### src/rtl/muxn_pkg.sv
// Shared types and helpers for the N-way stream multiplexer.
// Holds output-register state encoding, mode encodings and round-robin wrap helper.
package muxn_pkg;

  typedef enum logic {
    STATE_EMPTY = 1'b0,
    STATE_FULL  = 1'b1
  } state_e;

  localparam logic MODE_DIRECT = 1'b0;
  localparam logic MODE_ARB    = 1'b1;

  // Widest index supported (N up to 16).
  localparam int unsigned MAX_SELW = 4;

  // Index following idx, wrapping to 0 after n-1.
  function automatic logic [MAX_SELW-1:0] rr_next(input logic [MAX_SELW-1:0] idx,
                                                  input int unsigned n);
    logic [MAX_SELW-1:0] res;
    if ((32'(idx) + 32'd1) >= n) begin
      res = '0;
    end else begin
      res = idx + MAX_SELW'(1);
    end
    return res;
  endfunction

endpackage

### src/rtl/muxn_arbiter.sv
// Stateless grant logic: direct select (mode 0) or first valid channel at/after ptr (mode 1).
// With ptr held at 0 the arbitrated search degenerates to fixed lowest-index priority.
module muxn_arbiter
  import muxn_pkg::*;
#(
  parameter int unsigned N    = 4,
  parameter int unsigned SELW = $clog2(N)
) (
  input  logic [N-1:0]    in_valid,
  input  logic [SELW-1:0] ptr,
  input  logic            mode,
  input  logic [SELW-1:0] sel,
  output logic            grant_valid,
  output logic [SELW-1:0] grant_idx
);

  logic [SELW:0] cand_c;

  always_comb begin
    grant_valid = 1'b0;
    grant_idx   = '0;
    cand_c      = '0;
    if (mode == MODE_DIRECT) begin
      // Out-of-range selects never grant.
      if ((32'(sel) < N) && in_valid[sel]) begin
        grant_valid = 1'b1;
        grant_idx   = sel;
      end
    end else begin
      for (int unsigned i = 0; i < N; i++) begin
        cand_c = {1'b0, ptr} + (SELW+1)'(i);
        if (32'(cand_c) >= N) begin
          cand_c = cand_c - (SELW+1)'(N);
        end
        if (!grant_valid && in_valid[cand_c[SELW-1:0]]) begin
          grant_valid = 1'b1;
          grant_idx   = cand_c[SELW-1:0];
        end
      end
    end
  end

endmodule

### src/rtl/muxn_stream.sv
// N-way stream mux with a single-entry registered valid/ready output stage.
// Define MUXN_RR_EN for round-robin arbitration in mode 1; otherwise fixed lowest-index priority.
module muxn_stream
  import muxn_pkg::*;
#(
  parameter int unsigned WIDTH = 16,
  parameter int unsigned N     = 4,
  parameter int unsigned SELW  = $clog2(N)
) (
  input  logic                 clk,
  input  logic                 rst,
  input  logic [N*WIDTH-1:0]   in_data,
  input  logic [N-1:0]         in_valid,
  output logic [N-1:0]         in_ready,
  input  logic                 mode,
  input  logic [SELW-1:0]      sel,
  output logic [WIDTH-1:0]     out_data,
  output logic [SELW-1:0]      out_src,
  output logic                 out_valid,
  input  logic                 out_ready
);

  state_e            state_q, state_d;
  logic [WIDTH-1:0]  out_data_q, out_data_d;
  logic [SELW-1:0]   out_src_q, out_src_d;
  logic [SELW-1:0]   ptr_c;
  logic              grant_valid;
  logic [SELW-1:0]   grant_idx;
  logic              can_load_c;
  logic              xfer_c;

  muxn_arbiter #(
    .N    (N),
    .SELW (SELW)
  ) u_arbiter (
    .in_valid    (in_valid),
    .ptr         (ptr_c),
    .mode        (mode),
    .sel         (sel),
    .grant_valid (grant_valid),
    .grant_idx   (grant_idx)
  );

`ifdef MUXN_RR_EN
  logic [SELW-1:0] ptr_q, ptr_d;

  // Pointer advances past the winner only on arbitrated transfers.
  always_comb begin
    ptr_d = ptr_q;
    if (xfer_c && (mode == MODE_ARB)) begin
      ptr_d = SELW'(rr_next(MAX_SELW'(grant_idx), N));
    end
  end

  always_ff @(posedge clk) begin
    if (rst) begin
      ptr_q <= '0;
    end else begin
      ptr_q <= ptr_d;
    end
  end

  assign ptr_c = ptr_q;
`else
  assign ptr_c = '0;
`endif

  // Load when empty or draining this cycle; reset suppresses every handshake.
  always_comb begin
    state_d    = state_q;
    out_data_d = out_data_q;
    out_src_d  = out_src_q;
    in_ready   = '0;
    can_load_c = (state_q == STATE_EMPTY) || out_ready;
    xfer_c     = !rst && grant_valid && can_load_c;
    if (xfer_c) begin
      in_ready[grant_idx] = 1'b1;
      state_d             = STATE_FULL;
      out_data_d          = in_data[32'(grant_idx)*WIDTH +: WIDTH];
      out_src_d           = grant_idx;
    end else if ((state_q == STATE_FULL) && out_ready) begin
      state_d = STATE_EMPTY;
    end
  end

  always_ff @(posedge clk) begin
    if (rst) begin
      state_q    <= STATE_EMPTY;
      out_data_q <= '0;
      out_src_q  <= '0;
    end else begin
      state_q    <= state_d;
      out_data_q <= out_data_d;
      out_src_q  <= out_src_d;
    end
  end

  assign out_valid = (state_q == STATE_FULL);
  assign out_data  = out_data_q;
  assign out_src   = out_src_q;

endmodule

### config.mk
export PLATFORM = sky130hd
export DESIGN_NAME = muxn_stream
export DESIGN_NICKNAME = d
export VERILOG_FILES = /design/src/rtl/muxn_pkg.sv /design/src/rtl/muxn_arbiter.sv /design/src/rtl/muxn_stream.sv
export SDC_FILE = /design/constraint.sdc
export NUM_CORES = 1
export LEC_CHECK = 0
export CAP_MARGIN = 20
export CORE_MARGIN = 2
export CORE_UTILIZATION = 31
export DETAILED_ROUTE_END_ITERATION = 7
export PLACE_DENSITY = 0.87
export SETUP_SLACK_MARGIN = 0.15
export SYNTH_ARGS = -nofsm -noshare
export SYNTH_HDL_FRONTEND = slang
export SYNTH_SLANG_ARGS = --single-unit
### constraint.sdc
create_clock -name clk -period 2.7 [get_ports clk]
set_input_delay 0.81 -clock clk [delete_from_list [all_inputs] [get_ports clk]]
set_output_delay 0.81 -clock clk [all_outputs]
set_load 0.02 [all_outputs]
==> summary.md, run 1 <==
| Metric | Value |
|---|---|
| Clock Tree Root | clkbuf_8 |
| Sw power | 323 uW |
| Initial drt markers | 50 |
| Post-DRT Antenna Nets | 0 |
| Clk_skew | 5.29 ps |
| Vias post-DR | 1450 |
| Hold_sp | out_src[0] |
| # IOs | 97 |
| Grt ovf | 0 |
| Drt drc | 0 |
| Hpwl dp | 3.43 mm |
| CP required | 1890 ps |
| Hold Slack | 508 ps |
| Floorplan row count | 23 |
| Initial antenna violation count | 0 |
| Hold buffer count at CTS | 0 |
| Final Hold Fails | 0 |
| Startpoint types | input pin |
| RSZ-0062 raised after global routing | yes |
| Buffers on Ports | 96 |
| Synth warnings | 0 |
| Distinct cell type count after synthesis | 28 |
| Pwr Total | 1.02 mW |
| Chip Height | 69.0 um |
| Fin crit period | 2710 ps |
| Clk_lat worst skew | 260 ps |
| Share of post-route cells with drive strength above 1 | 28.3% |
| # setup viols final | 2 |
| Syn_area_per_cell | 10.9 sq um |
| GP Congestion | 0.774 |
| Average wire per standard cell | 15.3 um |
| Final WS setup | -8.76 ps |
| Critical Path Source | sel[1] |
| Vias in the first global route | 1570 |
| Synth area leaders | dfxtp_1 29%, mux2i_1 27%, a221oi_2 11% |
| Clock share of power | 19.7% |
| Max FO, Critical Path | 4 |
| Setup Crit Path Kind | input pin to output pin |
| Int Power | 699 uW |
| Yosys reg bits | 19 |
| Synth Cell Area | 1310 sq um |
| # diodes | 0 |
| WL met2 | 2.30 mm |
| Die boundary width | 69.0 um |
| Drt pass-1 iters | 4 |
| Core ar. | 4030 sq um |
| Sequential share of the synthesized area | 29.0% |
| Failing checks | setup timing |
| Slew Viols, Final | 0 |
| Total of max-cap violations | 0 |
| Period utilisation layout | 100% |
| LEAKAGE | 1.05 nW |
| Combinational Power Share | 47.0% |
| Post-Synthesis Cells | 120 |
| Drt total wl | 4.38 mm |
| Seq pwr share | 33.3% |
| Maximum buffer depth of the clock tree | 2 |
| Setup TNS Final | -11.9 ps |
| Gr usage total | 19.3% |
| Min-Delay Path Class | flip-flop to flip-flop |
| Clk pin slew, worst setup/hold paths | 80 ps |
| # clock sinks | 19 |
| Metal3 WL | 220 um |
| Max Used Layer | met4 |
| VDD IR max | 269 uV |
| Vias per cell | 5.05 |
| M1 WL | 1.78 mm |
| Core Util, Final | 64.6% |
| Outcome | complete, but fails checks |
| CTS tree | built |
| R2R Path Start | out_valid |
| Area delta synth->final | 98.4% |
| Largest net degree at the start of global routing | 21 |
| Synth Net Count | 194 |
| Global-route wire length before repair | 7.58 mm |
| Htree depth | 1 |
| Yosys top cell by area | dfxtp_1 |
| PD cells | 393 nW/um^2 |
| Slew @ Worst Pin | 367 ps |
| Critical Path AT | 1900 ps |
| Switching share of total power | 31.6% |
| Num CTS Buffers | 3 |
| Die area | 4770 sq um |
| Max frequency | 369 MHz |
| Slew margin rel. | 75.5% |
| Synth top area share | 29.0% |
| Worst setup EP type | output pin |
| Initial Util | 32.5% |
| Final net count | 312 |
## power by group through the flow
stage | sequential (mW) | combinational [mW] | clock [mW]
2_1_floorplan | 0.393 | 0.180 | 0
3_5_place_dp | 0.346 | 0.463 | 0
4_1_cts | 0.340 | 0.481 | 0.212
5_1_grt | 0.344 | 0.513 | 0.229
3_3_place_gp | 0.344 | 0.456 | 0
6_report | 0.341 | 0.481 | 0.201
## layout make-up
cell class / count / area, sq um
Fill cell: 344 / 1430
Timing Repair Buffer: 121 / 1170
Multi-Input combinational cell: 90 / 932
Sequential cell: 19 / 380
Tap cell: 50 / 62.6
Clock buffer: 4 / 45.0
Inverter: 3 / 12.5
## synthesized netlist by cell type
cell type,n
nor2_1,3
nand2_1,1
nor3_1,2
inv_1,2
o32ai_2,1
nor2_2,1
a21oi_1,17
a31oi_1,1
mux2_2,1
a21oi_4,1
mux2i_1,35
buf_12,2
buf_4,2
o31ai_2,1
nor4_1,1
o31a_2,1
nand3b_4,1
buf_6,3
o31a_1,1
o41ai_1,1
a221oi_1,6
clkbuf_1,1
nor3_4,1
clkinv_1,1
dfxtp_1,19
a221oi_2,10
and2_1,2
nand2b_1,2
## registers in the layout, summed over array words and instances, names as in the netlist
| name | flops |
|---|---|
| out_data | 16 |
| out_valid | 1 |
| out_src | 2 |
## routing by layer
metal / global-route usage (%) / vias to the layer above
met5: 0 / -
met4: 4.36 / 0
met3: 4.82 / 6
met2: 34.5 / 49
met1: 23.0 / 682
li1: - / 713
## repair_timing
item                                    CTS  global route
pin swaps                                11             5
buffers inserted                          4             0
endpoints found under the setup margin   14             4
gates resized for setup                  75             5
## cells in the final DEF (no fill, tap or decap), drive strengths merged
master,synthesis,routed
a21oi,18,18
inv,2,2
clkdlybuf4s50,0,83
a221oi,16,16
mux2,1,1
nand2b,2,2
a31oi,1,1
dfxtp,19,19
nor4,1,1
buf,7,35
o31a,2,2
o31ai,1,1
mux2i,35,35
nand3b,1,1
clkinv,1,1
nor2,4,4
o41ai,1,1
dlygate4sd2,0,2
and2,2,2
clkbuf,1,5
nor3,3,3
o32ai,1,1
nand2,1,1
## final timing paths
kind | endpoint | cells after the start | slack (ps)
max reg2reg | out_data[3] | 7 | 1280
max | in_ready[3] | 6 | -9
min reg2reg | out_src[0] | 2 | 510
min | out_src[0] | 2 | 510
## through the flow
stage | worst slack, ps | std cells | cell area, sq um
2_1_floorplan | -93.3 | 120 | 1350
3_3_place_gp | -878 | 279 | 2450
3_5_place_dp | -889 | 279 | 2450
5_1_grt | -55.7 | 287 | 2600
6_report | -8.76 | 287 | 2600
4_1_cts | -46.6 | 287 | 2580
## kinds of logic (layout without fill, tap and decap cells)
family	after synthesis	after routing	synth area share, %
buffers and inverters	11	128	7.92
AO/OA/AOI/OAI	40	40	28.0
flip-flops	19	19	29.0
AND/OR/NAND/NOR	14	14	7.54
multiplexers	36	36	27.6
## worst max-delay path, stage by stage
cell and delay, ps:
buf_4 130, mux2i_2 160, o32ai_4 390, buf_6 160, and2_4 140, buf_6 110
(Power assumes the default switching activity.)
==> run 2: changes to the inputs <==
--- a/config.mk
+++ b/config.mk
@@ -7,9 +7,9 @@
 export LEC_CHECK = 0
 export CAP_MARGIN = 20
 export CORE_MARGIN = 2
-export CORE_UTILIZATION = 31
+export CORE_UTILIZATION = 34
 export DETAILED_ROUTE_END_ITERATION = 7
-export PLACE_DENSITY = 0.87
+export PLACE_DENSITY = 0.9
 export SETUP_SLACK_MARGIN = 0.15
 export SYNTH_ARGS = -nofsm -noshare
 export SYNTH_HDL_FRONTEND = slang
==> constraint.sdc (replaced) <==
create_clock -name clk -period 2.9 [get_ports clk]
set_input_delay 0.87 -clock clk [delete_from_list [all_inputs] [get_ports clk]]
set_output_delay 0.87 -clock clk [all_outputs]
set_load 0.02 [all_outputs]
==> run 2 against run 1 <==
Against the previous run: the run now ends clean; first-iteration DRC count down 66%; clock skew is 3.0 ps lower; cell area fell by 2.3%; wire length decreased by 4.6%; core utilization rose by 4.4 points; register-to-register slack improved by 290 ps; critical endpoint is now in_ready[2]; largest power group unchanged.
==> summary.md, run 2 (synthesis gave the netlist of run 1 again) <==
| Metric | Value |
|---|---|
| Seq pwr share | 33.5% (was 33.3%) |
| Max FO, Critical Path | 3 (was 4) |
| Htree depth | 1 (unchanged) |
| # clock sinks | 19 (unchanged) |
| Slew Viols, Final | 0 (unchanged) |
| # setup viols final | 0 (was 2) |
| Clk_lat worst skew | 260 ps (about the same) |
| CP endpoint | in_ready[2] (was in_ready[3]) |
| Num CTS Buffers | 3 (unchanged) |
| Slew @ Worst Pin | 396 ps (was 367 ps) |
| Critical Path Source | sel[0] (was sel[1]) |
| CP required | 2030 ps (was 1890 ps) |
| Vias in the first global route | 1478 (was 1570) |
| Post-DRT Antenna Nets | 0 (unchanged) |
| VDD IR max | 247 uV (was 269 uV) |
| Worst path top cell family by delay | buffers and inverters (unchanged) |
| # diodes | 0 (unchanged) |
| Die boundary width | 66.1 um (was 69.0 um) |
| Worst r2r path cells | 7 (unchanged) |
| Hold buffer count at CTS | 0 (unchanged) |
| Final net count | 309 (was 312) |
| Drt drc | 0 (unchanged) |
| R2R Path Start | out_valid (unchanged) |
| Clock share of power | 20.1% (was 19.7%) |
| Core Util, Final | 68.9% (was 64.6%) |
| Area delta synth->final | 93.9% (was 98.4%) |
| Worst setup EP type | output pin (unchanged) |
| Min-Delay Path Class | flip-flop to flip-flop (unchanged) |
| Global-route wire length before repair | 6.53 mm (was 7.58 mm) |
| Final Hold Fails | 0 (unchanged) |
| Initial Util | 35.5% (was 32.5%) |
| Drt pass-1 iters | 4 (unchanged) |
| Average wire per standard cell | 14.8 um (was 15.3 um) |
| Buffers on Ports | 96 (unchanged) |
| Share of post-route cells with drive strength above 1 | 27.4% (was 28.3%) |
| Slew margin rel. | 73.6% (was 75.5%) |
| Int Power | 643 uW (was 699 uW) |
| Max FFs per register | 16 (unchanged) |
| CP max-delay cell | mux2_4 (was o32ai_4) |
| RR Endpoint | out_src[0] (was out_data[3]) |
| Period utilisation layout | 97.7% |
| RSZ-0062 raised after global routing | yes (unchanged) |
| Initial antenna violation count | 0 (unchanged) |
| Pwr Total | 944 uW (was 1.02 mW) |
| Gr usage total | 19.7% (was 19.3%) |
| Number of cells on the critical path | 7 (was 6) |
| Fin crit period | 2830 ps |
| Cell repeated most along the worst path | buf_4 (was buf_6) |
| Sw power | 301 uW (was 323 uW) |
| Total of max-cap violations | 0 (unchanged) |
| Max frequency | 353 MHz |
| LEAKAGE | 1.02 nW (was 1.05 nW) |
| Clk_skew | 2.29 ps (was 5.29 ps) |
| Most frequent cells in the layout | 83 x clkdlybuf4s50_1, 34 x mux2i_1, 24 x buf_4 (was 83 x clkdlybuf4s50_1, 34 x mux2i_1, 23 x buf_4) |
| Crit path cell chain | buf_8 > mux2_4 > nand3b_4 > o31a_1 > buf_4 > nor3_2 > buf_4 (was buf_4 > mux2i_2 > o32ai_4 > buf_6 > and2_4 > buf_6) |
| Clock Tree Root | clkbuf_8 (unchanged) |
| Core ar. | 3690 sq um (was 4030 sq um) |
| PD cells | 371 nW/um^2 (was 393 nW/um^2) |
| Critical Path AT | 1960 ps (was 1900 ps) |
| R2R Setup Slk | 1570 ps (was 1280 ps) |
| Initial drt markers | 17 (was 50) |
| CTS tree | built (unchanged) |
| Die area | 4370 sq um (was 4770 sq um) |
| Vias per cell | 5.13 (was 5.05) |
| Outcome | complete, no violations (was complete, but fails checks) |
| Largest net degree at the start of global routing | 20 (was 21) |
| Vias post-DR | 1446 (was 1450) |
| Hpwl dp | 3.17 mm (was 3.43 mm) |
| Floorplan row count | 22 (was 23) |
| # IOs | 97 (unchanged) |
| Setup Crit Path Kind | input pin to output pin (unchanged) |
| Switching share of total power | 31.9% (was 31.6%) |
| Most common cell after layout, fill and taps aside | clkdlybuf4s50_1 (unchanged) |
| Chip Height | 66.1 um (was 69.0 um) |
| Maximum buffer depth of the clock tree | 2 (unchanged) |
| CP peak stage delay | 300 ps (was 390 ps) |
| CP bufs+invs | 3 (unchanged) |
| Combinational Power Share | 46.3% (was 47.0%) |
| Startpoint types | input pin (unchanged) |
| Drt total wl | 4.18 mm (was 4.38 mm) |
| Grt ovf | 0 (unchanged) |
| GP Congestion | 0.883 (was 0.774) |
| Clk pin slew, worst setup/hold paths | 70 ps (was 80 ps) |
## run 2: cell types whose count changed in the layout (fill, tap and decap cells not counted), sizes merged
cell and delta:
clkbuf -1, buf -2
## run 2: routing by layer
layer | track usage, % | vias to the layer above | wire, um | share of wire (%)
met4 | 7.65 | 0 | 82 | 2.0
met5 | 0 | - | 0 | 0
li1 | - | 707 | - | -
met2 | 36.9 | 70 | 2270 | 54
met1 | 20.0 | 660 | 1410 | 34
met3 | 5.96 | 9 | 421 | 10
## run 2: worst reg2reg max path: stages, from the launching register on
cell and delay (ps):
dfxtp_1 340, nand2b_4 100, nand2_8 80, buf_4 140, a21oi_4 120, buf_4 190
mux2i_1 210, nor2_1 50
## run 2: cell type report
type	count	area, sq um
flip-flops and latches	19	380
well taps	48	60.1
fillers	318	1150
repair buffers	118	1120
inverters	3	12.5
multi-input cells	90	923
clock buffers	4	45.0
## run 2: power by group through the flow
stage	sequential (mW)	combinational, mW	clock, mW
floorplan	0.366	0.166	0
global placement	0.321	0.418	0
detailed placement	0.321	0.426	0
CTS	0.316	0.440	0.195
global route	0.321	0.468	0.205
finish	0.316	0.438	0.190
## run 2: worst min-delay path by stage
stage | depth (start not counted) | startpoint | slack (ps) | end
3_3_place_gp | 2 | out_src[0] | 470 | out_src[0]
3_5_place_dp | 2 | out_src[1] | 480 | out_src[1]
2_1_floorplan | 2 | out_src[1] | 560 | out_src[1]
5_1_grt | 2 | out_src[1] | 530 | out_src[1]
6_report | 2 | out_src[1] | 500 | out_src[1]
4_1_cts | 2 | out_src[1] | 500 | out_src[1]
## run 2: metrics by stage
stage / instances / TNS (ps) / hold slack [ps] / area [sq um] / worst slack [ps]
after global routing: 282 / 0 / 528 / 2540 / 39.8
after CTS: 281 / 0 / 498 / 2530 / 50.3
final: 282 / 0 / 495 / 2540 / 65.3
after detailed placement: 274 / -3140 / 484 / 2420 / -821
after global placement: 274 / -3030 / 472 / 2420 / -775
after floorplan: 120 / -13.4 / 560 / 1350 / -13.4
## run 2: timing repair
item	CTS	global route
pin swaps	12	9
gates resized for setup	71	4
endpoints found under the setup margin	4	4
buffers inserted	3	1
